==> src/rtl/mem_port_arbiter_pkg.sv <==
// Shared types for the I/D main-memory port arbiter: FSM state encoding and grant ids.
package mem_arb_pkg;

    typedef enum logic [2:0] {
        IDLE   = 3'd0,
        I_FILL = 3'd1,
        D_WB   = 3'd2,
        D_FILL = 3'd3,
        RESP   = 3'd4
    } state_t;

    localparam logic GNT_I = 1'b0;
    localparam logic GNT_D = 1'b1;

endpackage

==> src/rtl/mem_port_arbiter_if.sv <==
// Cache-side request/fill signals plus the main-memory port, bundled for the arbiter.
interface mem_port_arbiter_if #(
    parameter int ADDR_W = 32,
    parameter int LINE_W = 128
);
    logic              i_req;
    logic [ADDR_W-1:0] i_addr;
    logic              i_cancel;
    logic              i_fill_valid;
    logic [LINE_W-1:0] i_fill_data;

    logic              d_req;
    logic [ADDR_W-1:0] d_addr;
    logic              d_wb_needed;
    logic [ADDR_W-1:0] d_wb_addr;
    logic [LINE_W-1:0] d_wb_data;
    logic              d_fill_valid;
    logic [LINE_W-1:0] d_fill_data;
    logic              d_pending;

    logic              mem_req;
    logic              mem_we;
    logic [ADDR_W-1:0] mem_addr;
    logic [LINE_W-1:0] mem_wdata;
    logic [LINE_W-1:0] mem_rdata;

    // master: caches and memory device; slave: the arbiter
    modport master (
        output i_req, i_addr, i_cancel,
        output d_req, d_addr, d_wb_needed, d_wb_addr, d_wb_data,
        output mem_rdata,
        input  i_fill_valid, i_fill_data, d_fill_valid, d_fill_data, d_pending,
        input  mem_req, mem_we, mem_addr, mem_wdata
    );

    modport slave (
        input  i_req, i_addr, i_cancel,
        input  d_req, d_addr, d_wb_needed, d_wb_addr, d_wb_data,
        input  mem_rdata,
        output i_fill_valid, i_fill_data, d_fill_valid, d_fill_data, d_pending,
        output mem_req, mem_we, mem_addr, mem_wdata
    );
endinterface

==> src/rtl/mem_port_arbiter_counter.sv <==
// Per-access down-counter: loads MEM_LATENCY-1 on access-state entry, done when it reaches 0.
module mem_latency_counter
    import mem_arb_pkg::*;
#(
    parameter int MEM_LATENCY = 5
) (
    input  logic clk,
    input  logic reset,
    input  logic load,
    output logic done
);
    // A one-cycle latency still needs a 1-bit register that simply stays at 0.
    localparam int CW = (MEM_LATENCY > 1) ? $clog2(MEM_LATENCY) : 1;
    localparam logic [CW-1:0] INIT = CW'(MEM_LATENCY - 1);

    logic [CW-1:0] cnt;

    always_ff @(posedge clk) begin
        if (reset)            cnt <= '0;
        else if (load)        cnt <= INIT;
        else if (cnt != '0)   cnt <= cnt - 1'b1;
    end

    assign done = (cnt == '0);
endmodule

==> src/rtl/mem_port_arbiter.sv <==
// Shares the single main-memory port between I-cache fills and D-cache write-back+fill,
// holding each access stable for MEM_LATENCY cycles and pulsing one response per transaction.
module mem_port_arbiter
    import mem_arb_pkg::*;
#(
    parameter int ADDR_W      = 32,
    parameter int LINE_W      = 128,
    parameter int MEM_LATENCY = 5
) (
    input logic               clk,
    input logic               reset,
    mem_port_arbiter_if.slave bus
);
    state_t            state, nxt;
    logic              last_grant, cancelled;
    logic              iq, dq, gnt_i, gnt_d, load, done;
    logic [ADDR_W-1:0] fill_addr, addr_q;
    logic [LINE_W-1:0] wdata_q, i_data_q, d_data_q;

    // A cancelled I request never competes for the port.
    assign iq    = bus.i_req && !bus.i_cancel;
    assign dq    = bus.d_req;
    assign gnt_d = dq && (!iq || last_grant == GNT_I);
    assign gnt_i = iq && !gnt_d;

    always_comb begin
        nxt = state;
        case (state)
            IDLE: begin
                if (gnt_d)      nxt = bus.d_wb_needed ? D_WB : D_FILL;
                else if (gnt_i) nxt = I_FILL;
            end
            I_FILL, D_FILL: if (done) nxt = RESP;
            D_WB:           if (done) nxt = D_FILL;
            RESP:           nxt = IDLE;
            default:        nxt = IDLE;
        endcase
    end

    // D_WB -> D_FILL counts as an entry too, so the read gets its own full latency.
    assign load = (nxt != state) && (nxt == I_FILL || nxt == D_WB || nxt == D_FILL);

    mem_latency_counter #(.MEM_LATENCY(MEM_LATENCY)) u_cnt (
        .clk   (clk),
        .reset (reset),
        .load  (load),
        .done  (done)
    );

    always_ff @(posedge clk) begin
        if (reset) begin
            state      <= IDLE;
            last_grant <= GNT_I;
            cancelled  <= 1'b0;
            fill_addr  <= '0;
            addr_q     <= '0;
            wdata_q    <= '0;
            i_data_q   <= '0;
            d_data_q   <= '0;
        end else begin
            state <= nxt;
            case (state)
                IDLE: begin
                    if (gnt_d) begin
                        last_grant <= GNT_D;
                        fill_addr  <= bus.d_addr;
                        wdata_q    <= bus.d_wb_data;
                        addr_q     <= bus.d_wb_needed ? bus.d_wb_addr : bus.d_addr;
                    end else if (gnt_i) begin
                        last_grant <= GNT_I;
                        addr_q     <= bus.i_addr;
                    end
                end
                I_FILL: begin
                    if (bus.i_cancel) cancelled <= 1'b1;
                    if (done)         i_data_q  <= bus.mem_rdata;
                end
                D_WB:   if (done) addr_q   <= fill_addr;
                D_FILL: if (done) d_data_q <= bus.mem_rdata;
                RESP:   cancelled <= 1'b0;
                default: ;
            endcase
        end
    end

    // last_grant still names the owner while in RESP, so it doubles as the response selector.
    assign bus.mem_req      = (state == I_FILL) || (state == D_WB) || (state == D_FILL);
    assign bus.mem_we       = (state == D_WB);
    assign bus.mem_addr     = addr_q;
    assign bus.mem_wdata    = wdata_q;
    assign bus.i_fill_valid = (state == RESP) && (last_grant == GNT_I) && !cancelled;
    assign bus.d_fill_valid = (state == RESP) && (last_grant == GNT_D);
    assign bus.i_fill_data  = i_data_q;
    assign bus.d_fill_data  = d_data_q;
    assign bus.d_pending    = (state == D_WB) || (state == D_FILL) ||
                              ((state == RESP) && (last_grant == GNT_D));
endmodule

==> src/flat_wrapper.sv <==
// flat-port wrapper written by rule: the top's interface ports become plain ports
module mem_port_arbiter_flat import mem_arb_pkg::*;
#(
    parameter int ADDR_W      = 32,
    parameter int LINE_W      = 128,
    parameter int MEM_LATENCY = 5
)
  (clk, reset, bus_i_req, bus_i_addr, bus_i_cancel, bus_d_req, bus_d_addr, bus_d_wb_needed, bus_d_wb_addr, bus_d_wb_data, bus_mem_rdata, bus_i_fill_valid, bus_i_fill_data, bus_d_fill_valid, bus_d_fill_data, bus_d_pending, bus_mem_req, bus_mem_we, bus_mem_addr, bus_mem_wdata);
  mem_port_arbiter_if #(.ADDR_W(ADDR_W), .LINE_W(LINE_W)) bus_i ();
  input logic clk;
  input logic reset;
  input wire logic [$bits(bus_i.i_req)-1:0] bus_i_req;
  input wire logic [$bits(bus_i.i_addr)-1:0] bus_i_addr;
  input wire logic [$bits(bus_i.i_cancel)-1:0] bus_i_cancel;
  input wire logic [$bits(bus_i.d_req)-1:0] bus_d_req;
  input wire logic [$bits(bus_i.d_addr)-1:0] bus_d_addr;
  input wire logic [$bits(bus_i.d_wb_needed)-1:0] bus_d_wb_needed;
  input wire logic [$bits(bus_i.d_wb_addr)-1:0] bus_d_wb_addr;
  input wire logic [$bits(bus_i.d_wb_data)-1:0] bus_d_wb_data;
  input wire logic [$bits(bus_i.mem_rdata)-1:0] bus_mem_rdata;
  output wire logic [$bits(bus_i.i_fill_valid)-1:0] bus_i_fill_valid;
  output wire logic [$bits(bus_i.i_fill_data)-1:0] bus_i_fill_data;
  output wire logic [$bits(bus_i.d_fill_valid)-1:0] bus_d_fill_valid;
  output wire logic [$bits(bus_i.d_fill_data)-1:0] bus_d_fill_data;
  output wire logic [$bits(bus_i.d_pending)-1:0] bus_d_pending;
  output wire logic [$bits(bus_i.mem_req)-1:0] bus_mem_req;
  output wire logic [$bits(bus_i.mem_we)-1:0] bus_mem_we;
  output wire logic [$bits(bus_i.mem_addr)-1:0] bus_mem_addr;
  output wire logic [$bits(bus_i.mem_wdata)-1:0] bus_mem_wdata;
  assign bus_i.i_req = bus_i_req;
  assign bus_i.i_addr = bus_i_addr;
  assign bus_i.i_cancel = bus_i_cancel;
  assign bus_i.d_req = bus_d_req;
  assign bus_i.d_addr = bus_d_addr;
  assign bus_i.d_wb_needed = bus_d_wb_needed;
  assign bus_i.d_wb_addr = bus_d_wb_addr;
  assign bus_i.d_wb_data = bus_d_wb_data;
  assign bus_i.mem_rdata = bus_mem_rdata;
  assign bus_i_fill_valid = bus_i.i_fill_valid;
  assign bus_i_fill_data = bus_i.i_fill_data;
  assign bus_d_fill_valid = bus_i.d_fill_valid;
  assign bus_d_fill_data = bus_i.d_fill_data;
  assign bus_d_pending = bus_i.d_pending;
  assign bus_mem_req = bus_i.mem_req;
  assign bus_mem_we = bus_i.mem_we;
  assign bus_mem_addr = bus_i.mem_addr;
  assign bus_mem_wdata = bus_i.mem_wdata;
  mem_port_arbiter #(.ADDR_W(ADDR_W), .LINE_W(LINE_W), .MEM_LATENCY(MEM_LATENCY)) u_core (.clk(clk), .reset(reset), .bus(bus_i));
endmodule
==> config.mk <==
export PLATFORM = sky130hd
export DESIGN_NAME = mem_port_arbiter_flat
export DESIGN_NICKNAME = d
export VERILOG_FILES = /design/src/rtl/mem_port_arbiter_pkg.sv /design/src/rtl/mem_port_arbiter_if.sv /design/src/rtl/mem_port_arbiter_counter.sv /design/src/rtl/mem_port_arbiter.sv /design/src/flat_wrapper.sv
export SDC_FILE = /design/constraint.sdc
export NUM_CORES = 1
export LEC_CHECK = 0
export ABC_AREA = 1
export CAP_MARGIN = 5
export CORE_AREA = 2 2 302 304
export CTS_CLUSTER_SIZE = 12
export DETAILED_ROUTE_END_ITERATION = 12
export DIE_AREA = 0 0 304 306
export PLACE_DENSITY = 0.43
export SLEW_MARGIN = 20
export SYNTH_ARGS = -nofsm -noshare
export SYNTH_HDL_FRONTEND = slang
export SYNTH_SLANG_ARGS = --single-unit
==> constraint.sdc <==
create_clock -name clk -period 2.7 [get_ports clk]
set_input_delay 0.54 -clock clk [delete_from_list [all_inputs] [get_ports clk]]
set_output_delay 0.54 -clock clk [all_outputs]
set_load 0.01 [all_outputs]
# Word-level counts from Yosys, hierarchy flattened

Index checks and enable logic that the tools add are counted.

Flip-flop bits (word level): 456
Bits in latches: 0
RAM bits: 0
Bits in read-only memories: 0
Input bits: 358
Output and inout bits: 421
Logic and storage cells: 73
Memories kept: 0

Add/subtract/negate cells: 1
Multiply operators: 0
Div/mod/pow operators: 0
Order comparisons: 0
Equality and inequality tests: 11
Shifts and indexed selects: 0
Mux-type cells: 17
Bitwise logic cells: 1
Reduce and logical (&&, ||, !) cells: 33

Operators by type and width:

| kind                                                                  | number |
|---|---|
| 32-bit two-way mux                                                    | 4 |
| 32-bit case mux with 2 select lines                                   | 1 |
| 3-bit two-way mux                                                     | 6 |
| 3-bit by 2-bit equality test with 1-bit output, second input constant | 4 |
| 2-bit AND reduction                                                   | 5 |
| 3-bit case mux with 3 select lines                                    | 1 |
| 2-bit nonzero test                                                    | 4 |
| 1-bit logical AND                                                     | 7 |
| 1-bit logical OR                                                      | 7 |
| 3-bit by 1-bit equality test with 1-bit output, second input constant | 2 |
| 3-bit logical NOT                                                     | 2 |
| 1-bit logical NOT                                                     | 4 |
| 1-bit two-way mux                                                     | 4 |
| 2-bit OR reduction                                                    | 2 |
| 3-bit equality test, second input constant                            | 1 |
| 3-bit by 1-bit != test with 1-bit output, second input constant       | 1 |
| 3-bit != test                                                         | 1 |
| 3-bit AND reduction                                                   | 1 |
| 3-bit nonzero test                                                    | 1 |
| 3-bit by 1-bit subtractor with 3-bit output, second input constant    | 1 |
| 2-bit by 1-bit != test with 1-bit output, second input constant       | 1 |
| 2-bit != test, second input constant                                  | 1 |
| 1-bit case mux with 2 select lines                                    | 1 |
| 1-bit inverter                                                        | 1 |

# Depth between registers and ports, before layout

Gate-level depths: netlist of run 1.

Depth after elaboration: 15
Depth in mapped cells: 11
Mapped depth without buffers: 10

# Hierarchy

Synthesis of run 1 repeated with hierarchy kept, for this count alone.

Cell total of the unflattened synthesis: 2,354
Area, all modules: 17,434.2 um^2

By module, submodules not included:

| module              | instances | cells each | area each (um^2) | seq. area each (um^2) |
|---|---|---|---|---|
| mem_port_arbiter    | 1         | 2,328      | 17,259.1         | 9,068.7 |
| mem_latency_counter | 1         | 26         | 175.2            | 60.1 |

# Least setup slack after synthesis of run 1

OpenSTA, ideal clock, no wires.

Path kind: register -> register
Start: register u_core.u_cnt.cnt[0]
End: register u_core.i_data_q[107], in the netlist u_core.bus.i_fill_data[107]
Library setup time: 0.116 ns
Arrival time: 1.489 ns
Data required time: 2.584 ns
Slack: 1.095 ns
Stages on the path, launching flop included: 12
Buffers on the path: 2
Clock period less this slack: 1.605 ns
Cell sequence: dfxtp_1 -> inv_1 -> ha_1 -> inv_1 -> nor2_2 -> nand2_2 -> nor2_4 -> inv_2 -> buf_2 -> buf_2 -> nor2_1 -> nor2_1

Cells in the longest elaborated chain, start to end: 2

RTL lines:

| item                          | line                           | RTL |
|---|---|---|
| start, declared               | mem_port_arbiter_counter.sv:16 | `logic [CW-1:0] cnt;` |
| start signal, assigned        | mem_port_arbiter_counter.sv:21 | `else if (cnt != '0) cnt <= cnt - 1'b1;` |
| 3-bit logical NOT             | mem_port_arbiter_counter.sv:24 | `assign done = (cnt == '0);` |
| 2-bit AND reduction (no line) | --                             |  |
| end signal, assigned          | mem_port_arbiter.sv:76         | `if (done) i_data_q <= bus.mem_rdata;` |
| end, declared                 | mem_port_arbiter.sv:18         | `logic [LINE_W-1:0] wdata_q, i_data_q, d_data_q;` |

No other way between the ends.
A chain may end at the register's enable or synchronous reset.

# Worst setup path in the final report of run 1

Start: register u_core.state[1]
End: output bus_d_pending

Cells in the longest elaborated chain, start to end: 3
Elaborated cells between the ends (all ways): 6
Those cells by class: 3 x eq/ne; 3 x reduce/logical

RTL lines:

| item                                                                                         | line                                           | RTL |
|---|---|---|
| start, declared                                                                              | mem_port_arbiter.sv:14                         | `state_t state, nxt;` |
| start signal, assigned                                                                       | mem_port_arbiter.sv:61                         | `state <= nxt;` |
| 3-bit by 2-bit equality test with 1-bit output / 3-bit equality test (equally long branches) | mem_port_arbiter.sv:95, mem_port_arbiter.sv:96 |  |
| 1-bit logical OR / 1-bit logical AND (equally long branches)                                 | mem_port_arbiter.sv:95, mem_port_arbiter.sv:96 |  |
| 1-bit logical OR (*)                                                                         | mem_port_arbiter.sv:95                         | `assign bus.d_pending = (state == D_WB) \|\| (state == D_FILL) \|\|` |
| end, declared                                                                                | flat_wrapper.sv:25                             | `output wire logic [$bits(bus_i.d_pending)-1:0] bus_d_pending;` |

Mark *: on every way between the ends. The rest lies on a longest branch, timed or not.

==> qor.yml, run 1 <==
run_status:
  outcome: "completed"
clock_network:
  clk_latency_ns: 0.66
  cts-buffers-inserted: 57
  h-tree-depth: 2
  cts.clk_slew.worst_paths_ns: 0.06
  ctsLongestPathBuffers: 3
  cts_tree: "done"
  cts_sinks: 456
  cts_hold_buf: 0
  cts_setup_buffers: 0
  cts_root_buffer: "clkbuf_16"
synthesis:
  synth_mux_area_share_pct: 0
  synth_top_cell_area_share_pct: 51.7
  synthCells: 2418
  yosys.area_share.adder_pct: 0.142
  synth_top_cell_by_area: "dfxtp_1"
  synth_compound_area_share_pct: 13.0
  yosys_most_used_dff: "dfxtp_1"
  yosys_warnings: 0
  avgSynthCellArea_um2: 7.31
  syn_nets: 2778
  synth_xor_area_share_pct: 0.0992
  yosysSeqAreaShare_pct: 51.7
  async_reset_ff_share_pct: 0
  synth_cell_types: 26
  syn_area_um2: 17700
  synth_seq_cells: 456
  yosys.area_share.simple_pct: 26.3
  synth_top_family_by_area: "simple AND/OR/NAND/NOR gates"
  synthTopCellsByArea: "dfxtp_1, nor2_1, o21ai_0"
  synth_edf_count: 0
global_routing:
  grt_pass1_vias: 17769
  grt_pass1_wl_um: 124000
  antenna_found_initial: 19
  overflow: 0
  track_usage_pct: 17.7
  grt_max_degree: 129
placement:
  hpwl_um: 62000
  dp.cells: 4250
  gp_congestion: 0.851
  io_buffers: 778
floorplan:
  std_cell_rows: 110
  ios: 779
  die-height_um: 306
  die_x_um: 304
  die-area_um2: 93000
  core_um2: 89600
  start_util_pct: 19.7
pwr:
  power_density_nw_per_um2: 946
  p_leak_nw: 12.4
  swShare_pct: 35.4
  p_clk_share_pct: 29.0
  switchingPower_mw: 9.57
  pwr-share-comb_pct: 36.5
  total_power_mw: 27.1
  p_int_mw: 17.5
  vdd_ir_drop_max_uv: 563
  seq_power_share_pct: 34.6
layout:
  drive_above_1_share_pct: 5.12
  fin_util_pct: 31.9
  multi_input_area_um2: 7000
  final_net_count: 3493
  fillCellCount: 9648
  regArea_um2: 9130
  final_cell_mix: "nor2_1, clkdlybuf4s50_1, dfxtp_1"
  fin_cells: 4371
  syn2layout_area_growth_pct: 61.9
  mostFrequentLayoutCell: "nor2_1"
flow_run:
  drv_cap: 0
timing:
  rsz0062_at_grt: "false"
  drv_slew: 0
  hold_viol: 0
  max_freq_mhz: 395
  fin_crit_ns: 2.53
  post-route-period-util_pct: 93.7
  skew_ns: 0.0531
  slew_headroom_pct: 34.3
  holdWs_ns: 0.452
  finalSetupViolCount: 0
  setup_tns_ns: 0
  worstMarginPinSlew_ns: 0.985
drt:
  drcViolationCount: 0
  num_vias: 17963
  ant_nets: 0
  firstDrtPassIters: 5
  drt-initial-drc-count: 859
  routedWlPerCell_um: 19.7
  routed_wl_um: 86100
  vias_per_cell: 4.11
setup_path:
  path_cells: "nor2_2 -> nand2_1 -> o21ai_0 -> clkdlybuf4s15_1"
  cp_slowest_cell: "clkdlybuf4s15_1"
  cp.required_ns: 2.16
  worst-path-max-fanout: 6
  start_kind: "flip-flop"
  path_buf_inv: 1
  cp.arrival_ns: 1.99
  worstSetupPathType: "flip-flop to output port"
  crit_path_end_kind: "output port"
  slowest_delay_ns: 0.40
  crit_family: "buffers and inverters"
worst_hold_path:
  hp-class: "input port to flip-flop"
## flip-flops by register name, summed over array words and instances, names as in the netlist
signal and flops:
u_core.bus.mem_addr 32, u_core.bus.d_fill_data 128, u_core.cancelled 1, u_core.u_cnt.cnt 3, u_core.bus.mem_wdata 128, u_core.last_grant 1
u_core.bus.i_fill_data 128, u_core.state 3, u_core.fill_addr 32
## power groups by stage
stage | Clock [mW] | Sequential [mW] | Combinational, mW
3_3_place_gp | 0 | 9.46 | 10.1
2_1_floorplan | 0 | 10.1 | 3.78
4_1_cts | 8.11 | 9.34 | 10.1
6_report | 7.84 | 9.35 | 9.87
5_1_grt | 8.40 | 9.55 | 10.7
3_5_place_dp | 0 | 9.44 | 10.0
## kinds of logic (layout without fill, tap and decap cells)
logic type	count (synthesis)	in the layout
AOI/OAI and AO/OA	459	459
xor gates and xnor gates	2	2
adders and majority gates	2	2
buffers and inverters	345	1108
DFF	456	456
other	0	14
and+or+nand+nor	1154	1154
## layout make-up
type | instances | share of cell area [%]
Inverter | 173 | 2.31
Tap cell | 1176 | 5.14
Clock buffer | 88 | 5.92
Antenna cell | 14 | 0.122
Sequential cell | 456 | 31.9
Multi-Input combinational cell | 1617 | 24.5
Clock inverter | 19 | 0.800
Timing Repair Buffer | 828 | 29.3
## tightest hold or removal path, cell delays in order
cell and delay, ns:
clkdlybuf4s50_1 0.39, inv_1 0.07, a21oi_1 0.06
## through the flow
stage / area (um^2) / setup WS [ns]
CTS: 28600 / 0.0926
global route: 28600 / 0.00463
detailed placement: 26700 / 0.347
floorplan: 17700 / 1.10
global placement: 26700 / 0.381
finish: 28600 / 0.171
## final timing paths
kind	startpoint	end	slack [ns]	depth (start not counted)
worst min-delay path	bus_d_addr[24]	u_core.fill_addr[24]	0.45	3
worst max register to register	u_core.u_cnt.cnt[0]	u_core.bus.i_fill_data[64]	0.62	10
worst min register to register	u_core.cancelled	u_core.cancelled	0.47	2
worst max-delay path	u_core.state[1]	bus_d_pending	0.17	4
## what timing repair did
item | CTS | global route
endpoints found under the setup margin | 4 | 1
pin swaps | 0 | 0
resized for setup | 4 | 1
cloned | 0 | 0
## routing by layer
layer  share of wire (%)  global-route usage, %  routed length, um
met1                  41                   20.9              35100
met2                  48                   29.2              41200
met3                 7.0                   5.29               6060
met4                 4.3                   8.52               3730
met5               0.062                      0                 53
## cells in the mapped netlist, types with 2 or more instances
cell / count
a21oi_1: 37
buf_1: 6
buf_2: 58
buf_4: 23
buf_6: 12
clkbuf_1: 73
dfxtp_1: 456
ha_1: 2
inv_1: 166
inv_2: 7
nand2_1: 229
nand2_2: 4
nand3_1: 97
nand3_2: 2
nand3b_1: 31
nor2_1: 777
nor2_2: 3
nor2_4: 5
nor3_1: 4
o21ai_0: 361
o21ai_1: 60
Note: power is estimated with default switching activity, not from simulation.
==> run 2: changes to the inputs <==
--- a/config.mk
+++ b/config.mk
@@ -11,6 +11,7 @@
 export CTS_CLUSTER_SIZE = 12
 export DETAILED_ROUTE_END_ITERATION = 12
 export DIE_AREA = 0 0 304 306
+export HOLD_SLACK_MARGIN = 0.02
 export PLACE_DENSITY = 0.43
 export SLEW_MARGIN = 20
 export SYNTH_ARGS = -nofsm -noshare
==> results of run 2 <==
Final layout, timing and power as in run 1 (identical DEF).
==> run 3: changes to the inputs <==
--- a/config.mk
+++ b/config.mk
@@ -13,7 +13,8 @@
 export DIE_AREA = 0 0 304 306
 export HOLD_SLACK_MARGIN = 0.02
 export PLACE_DENSITY = 0.43
-export SLEW_MARGIN = 20
+export SLEW_MARGIN = 10
 export SYNTH_ARGS = -nofsm -noshare
 export SYNTH_HDL_FRONTEND = slang
 export SYNTH_SLANG_ARGS = --single-unit
+export TNS_END_PERCENT = 100
==> results of run 3 <==
Final layout, timing and power as in run 1 (identical DEF).
